===== config.mk =====
export PLATFORM = sky130hd
export DESIGN_NAME = alu_mul_seq
export DESIGN_NICKNAME = d
export VERILOG_FILES = /design/src/rtl/alu_mul_seq.sv
export SDC_FILE = /design/constraint.sdc
export NUM_CORES = 1
export LEC_CHECK = 0
export CAP_MARGIN = 25
export CORE_MARGIN = 4
export CORE_UTILIZATION = 47
export CTS_BUF_LIST = sky130_fd_sc_hd__clkbuf_16
export DETAILED_ROUTE_END_ITERATION = 8
export HOLD_SLACK_MARGIN = 0.02
export PLACE_DENSITY = 0.86
export SYNTH_ARGS = -nofsm -noshare
export SYNTH_HDL_FRONTEND = slang
export SYNTH_SLANG_ARGS = --single-unit
export TNS_END_PERCENT = 100

===== constraint.sdc =====
create_clock -name CLK -period 2.5 [get_ports CLK]
set_clock_uncertainty 0.15 [all_clocks]
set_input_delay 0.5 -clock CLK [delete_from_list [all_inputs] [get_ports CLK]]
set_output_delay 0.5 -clock CLK [all_outputs]
set_load 0.05 [all_outputs]

===== src/rtl/alu_mul_seq.sv =====
// Sequential 32x32 -> 32 shift-and-add multiplier that borrows the
// execute-stage ALU adder through its a/b/aluop/out connection.
package cpu_types_pkg;
  typedef logic [31:0] word_t;
  typedef enum logic [3:0] {
    ALU_SLL,
    ALU_SRL,
    ALU_ADD,
    ALU_SUB,
    ALU_AND,
    ALU_OR,
    ALU_XOR,
    ALU_SLT,
    ALU_SLTU
  } aluop_t;
endpackage

module alu_mul_seq
  import cpu_types_pkg::*;
(
  input  logic   CLK,
  input  logic   nRST,
  input  logic   start,
  input  word_t  op_a,
  input  word_t  op_b,
  output logic   busy,
  output logic   done,
  output word_t  product,
  output word_t  alu_a,
  output word_t  alu_b,
  output aluop_t alu_op,
  input  word_t  alu_out
);

  typedef enum logic [1:0] {
    IDLE,
    RUN,
    DONE
  } state_t;

  state_t     state_q, state_d;
  word_t      acc_q, acc_d;
  word_t      mcand_q, mcand_d;
  word_t      mplier_q, mplier_d;
  word_t      product_q, product_d;
  logic [4:0] cnt_q, cnt_d;

  always_ff @(posedge CLK or negedge nRST) begin
    if (!nRST) begin
      state_q   <= IDLE;
      acc_q     <= '0;
      mcand_q   <= '0;
      mplier_q  <= '0;
      product_q <= '0;
      cnt_q     <= '0;
    end else begin
      state_q   <= state_d;
      acc_q     <= acc_d;
      mcand_q   <= mcand_d;
      mplier_q  <= mplier_d;
      product_q <= product_d;
      cnt_q     <= cnt_d;
    end
  end

  always_comb begin
    state_d   = state_q;
    acc_d     = acc_q;
    mcand_d   = mcand_q;
    mplier_d  = mplier_q;
    product_d = product_q;
    cnt_d     = cnt_q;
    alu_a     = '0;
    alu_b     = '0;
    alu_op    = ALU_ADD;
    case (state_q)
      IDLE: begin
        if (start) begin
          acc_d    = '0;
          mcand_d  = op_a;
          mplier_d = op_b;
          cnt_d    = '0;
          state_d  = RUN;
        end
      end
      RUN: begin
        alu_a = acc_q;
        alu_b = mcand_q;
        if (mplier_q[0]) begin
          acc_d = alu_out;
        end
        mcand_d  = mcand_q << 1;
        mplier_d = mplier_q >> 1;
        cnt_d    = cnt_q + 5'd1;
        // Always 32 iterations; no early exit when mplier drains.
        if (cnt_q == 5'd31) begin
          state_d   = DONE;
          product_d = acc_d;
        end
      end
      DONE: begin
        state_d = IDLE;
      end
      default: begin
        state_d = IDLE;
      end
    endcase
  end

  assign busy    = (state_q != IDLE);
  assign done    = (state_q == DONE);
  assign product = product_q;

endmodule


### Yosys cells after proc, flatten, opt, wreduce, memory -nomap -nowiden

Cells that the tools add are included.

* add/sub/neg operators: 1
* equality and inequality tests: 5
* muxes and demuxes: 14
* reductions and logical operators: 6

Operator list (count)
* $mux W32: 6
* $pmux W32 S2: 3
* $pmux W5 S2: 1
* $reduce_and A2 Y1: 3
* $add A5 B1 Y5 const B: 1
* $eq A5 B5 Y1 const B: 1
* $mux W5: 1
* $mux W2: 2
* $ne A2 B2 Y1 const B: 2
* $pmux W2 S2: 1
* $reduce_bool A2 Y1: 2
* $eq A2 B1 Y1 const B: 1
* $eq A2 B2 Y1 const B: 1
* $logic_not A2 Y1: 1

* register bits: 135
* word-level logic and storage cells: 32

### Longest topological paths before layout

* word-level depth: 3
* gate-level depth with buffers: 8
* mapped depth without buffers: 6

### Worst setup path before layout

No wires, ideal clock.

* path type: register -> output
* from: register state_q[0]
* to: output port done
* arrival: 1.519 ns
* required time: 1.850 ns
* path slack: 0.331 ns
* cell stages (with the launch flop): 5
* path buffers: 3
* cells stage by stage: dfrtp_1 > buf_4 > buf_2 > buf_2 > nor2b_1

* longest elaborated chain between the ends: 1

Ends and longest elaborated chain
* start: declaration: RTL line 41 `state_t state_q, state_d;`
* start signal: assignment: RTL line 57 `state_q <= state_d;`
* $eq A2 B2 Y1: RTL line 111 `assign done = (state_q == DONE);`
* end: declaration: RTL line 27 `output logic done,`

No other way between the ends.

### Final worst setup path

* from: register state_q[0]
* to: output port alu_b[2]

* longest elaborated chain between the ends: 2

Ends and longest elaborated chain
* $eq A2 B1 Y1: RTL line 76 `case (state_q)`
* $mux W32: RTL line 76
* end: declaration: RTL line 30 `output word_t alu_b,`

No other way between the ends.

==> run_results.csv <==
group,metric,value,unit
floorplan,die_h,123,um
synth,ys_seq_elements,135,
power,fin_total_pwr,15.4,mW
synth,yosys_warnings,0,
sta,worst_slack,0.116,ns
global_routing,grt_max_degree,66,
synth,synth.distinct_cells,30,
setup_path,crit_top_cell,"buf_4",
layout,multiInputGateArea,2550,sq um
layout,drive_above_1_share,15.6,%
clocking,htree_levels,4,
routing,drt-total-wl,17700,um
sta,period_needed,2.38,ns
power,power_leakage,4.15,nW
sta,worst_slew_pin_slew,0.577,ns
clocking,path_clk_slew,0.06,ns
global_routing,grt_pass1_wl,27900,um
worst_hold_path,min_path_type,"flop to flop",
synth,synthArstFlopShare,100,%
layout,layout_common_cells,"132 x dfrtp_1, 129 x clkdlybuf4s50_1, 96 x nand2_1",
placed_design,dp_hpwl,12300,um
sta,slew_viol_final,0,
layout,regArea,3380,sq um
routing,ant_nets,0,
floorplan,pin_count,201,
placed_design,numPortBuffers,196,
worst_hold_path,hold_depth,2,
synth,synth-edff-count,0,
routing,drt_iter0_drc,513,
layout,syn2layout_area_growth,52.5,%
setup_path,cp_num_cells,3,
sta,whs,0.328,ns
setup_path,reg2reg_depth,5,
clocking,cts_sinks,135,
setup_path,r2r-start,"state_q[0]",
layout,final_nets,884,
synth,yosys.area.top_type_share,54.3,%
setup_path,crit_chain,"buf_4 -> and3b_1 -> buf_4",
layout,fin_area,9490,sq um
flow_run,cap_violations,0,
setup_path,endpoint_kind,"output port",
power,ir_drop,0.000702,V
global_routing,grt_pass1_vias,5542,
setup_path,cp_data_required_time,1.85,ns
routing,vias,5476,
setup_path,crit_fanout,49,
floorplan,dieArea,15200,sq um
setup_path,slowest_stage,"buf_4",
routing,detail_route.wl_per_cell,18.3,um
synth,yosys_most_used_dff,"dfrtp_1",
floorplan,coreArea,12800,sq um
clocking,cts_resized,0,
clocking,cts_root_buf,"clkbuf_16",
synth,synth_area,6230,sq um
run_status,outcome,"finished clean",
sta,slew_headroom,61.5,%
layout,n_antenna_cell,0,
setup_path,cp_data_arrival_time,1.73,ns
synth,synth.area.top_cells,"dfrtp_1 54%, o21ai_0 6.5%, a22oi_1 5.9%",
synth,synth_top_cell_by_area,"dfrtp_1",
placed_design,place_area,8830,sq um
clocking,cts-buffers-inserted,17,
setup_path,startpoint_type,"flop",
routing,drc,0,
floorplan,initial_core_util,48.7,%
sta,rsz0062_at_grt,"no",
sta,min_period_over_period,95.3,%
setup_path,path_class,"flop to output port",
setup_path,critPathTopFamily,"buffers and inverters",
setup_path,slowest_delay,0.45,ns
global_routing,gr-usage-all-layers,23.6,%
worst_hold_path,worstHoldStart,"mcand_q[8]",
power,powerDensity,1620,nW/um^2
floorplan,rows,41,
placed_design,pre_cts_ws,0.187,ns
routing,first_pass_iters,5,
layout,fillers,798,
synth,synthCells,604,
layout,layout_commonest_cell,"dfrtp_1",
setup_path,crit_buf_inv,2,
sta,finalHoldViolations,0,
worst_hold_path,hold_end,"mcand_q[8]",
synth,synth-seq-area-share,54.3,%
synth,postSynthAreaPerCell,10.3,sq um
setup_path,r2r_end,"mplier_q[26]",
placed_design,place.gp.congestion,0.849,
clocking,cts_tree,"yes",
clocking,clk_latency,0.42,ns
setup_path,r2r_setup_slack,0.56,ns
sta,timing.fmax,420,MHz
global_routing,antenna_found_initial,0,
clocking,cts_buffer_depth,2,
sta,finalSetupViolCount,0,
routing,routed_via_density,5.66,
floorplan,die_w,123,um
sta,fin_tns_setup,0,ns
global_routing,grt_overflow,0,
[power by group]
| part | total [mW] | internal [mW] | switching [mW] |
|---|---|---|---|
| Combinational | 8.85 | 3.70 | 5.15 |
| Clock | 2.78 | 1.85 | 0.924 |
| Sequential | 3.79 | 3.15 | 0.646 |
[sequential cells by signal, summed over array words and instances, names as in the netlist]
signal    count
mplier_q     32
cnt_q         5
mcand_q      32
acc_q        32
state_q       2
product      32
[repair_timing]
item,4_1_cts,5_1_grt
endpoints found under the hold margin,49,0
buffers inserted,0,0
hold buffers,1,0
[worst max-delay path by stage]
| stage | startpoint | endpoint | slack, ns |
|---|---|---|---|
| floorplan | state_q[0] | done | 0.33 |
| global placement | start | acc_q[22] | 0.31 |
| detailed placement | start | mplier_q[15] | 0.19 |
| CTS | state_q[0] | alu_b[2] | 0.11 |
| global route | state_q[0] | alu_b[2] | 0.04 |
| finish | state_q[0] | alu_b[2] | 0.12 |
[worst register-to-register path, stage by stage, from the launching register on]
cell and delay (ns):
dfrtp_2 0.41, buf_4 0.29, o21bai_4 0.50, buf_4 0.30, nand2_1 0.08, o21ai_0 0.10
[cells by family after synthesis]
logic type / after synthesis / synth area share [%]
AO/OA/AOI/OAI: 200 / 20.7
adder cells (fa/ha/maj): 2 / 0.402
buffers and inverters: 60 / 5.31
flip-flops: 135 / 54.3
multiplexers: 33 / 5.31
other: 2 / 0.121
AND/OR/NAND/NOR: 172 / 13.9
[metrics by stage]
| stage | util, % | instances |
|---|---|---|
| floorplan | - | 606 |
| global placement | 68.9 | 934 |
| detailed placement | 69.1 | 935 |
| CTS | 74.3 | 968 |
| global route | 74.3 | 968 |
| finish | 74.3 | 968 |
[routing by layer]
metal | global-route usage (%) | routed length, um | vias to the layer above
li1 | - | - | 2480
met4 | 7.68 | 290 | 0
met2 | 39.2 | 8910 | 236
met5 | 0 | 0 | -
met3 | 5.81 | 1350 | 28
met1 | 30.7 | 7170 | 2732
[area by class of cell]
cell class                 count  area share, %
sequential                   135           35.6
timing repair buffer         216           28.3
multi-input combinational    411           26.8
clock buffer                  17           4.48
clock inverter                15           2.45
tap                          172           2.27
inverter                       2         0.0791
[Yosys cell counts, types with 3 or more instances]
cell,instances
and2_1,54
o21ai_1,13
a21oi_1,14
buf_6,5
nor2b_1,3
mux2i_1,33
dfrtp_1,135
clkbuf_1,17
nand2_1,96
buf_2,27
buf_4,9
a22o_1,34
o21ai_0,81
a22oi_1,49
and3b_1,12
(Power assumes the default switching activity.)
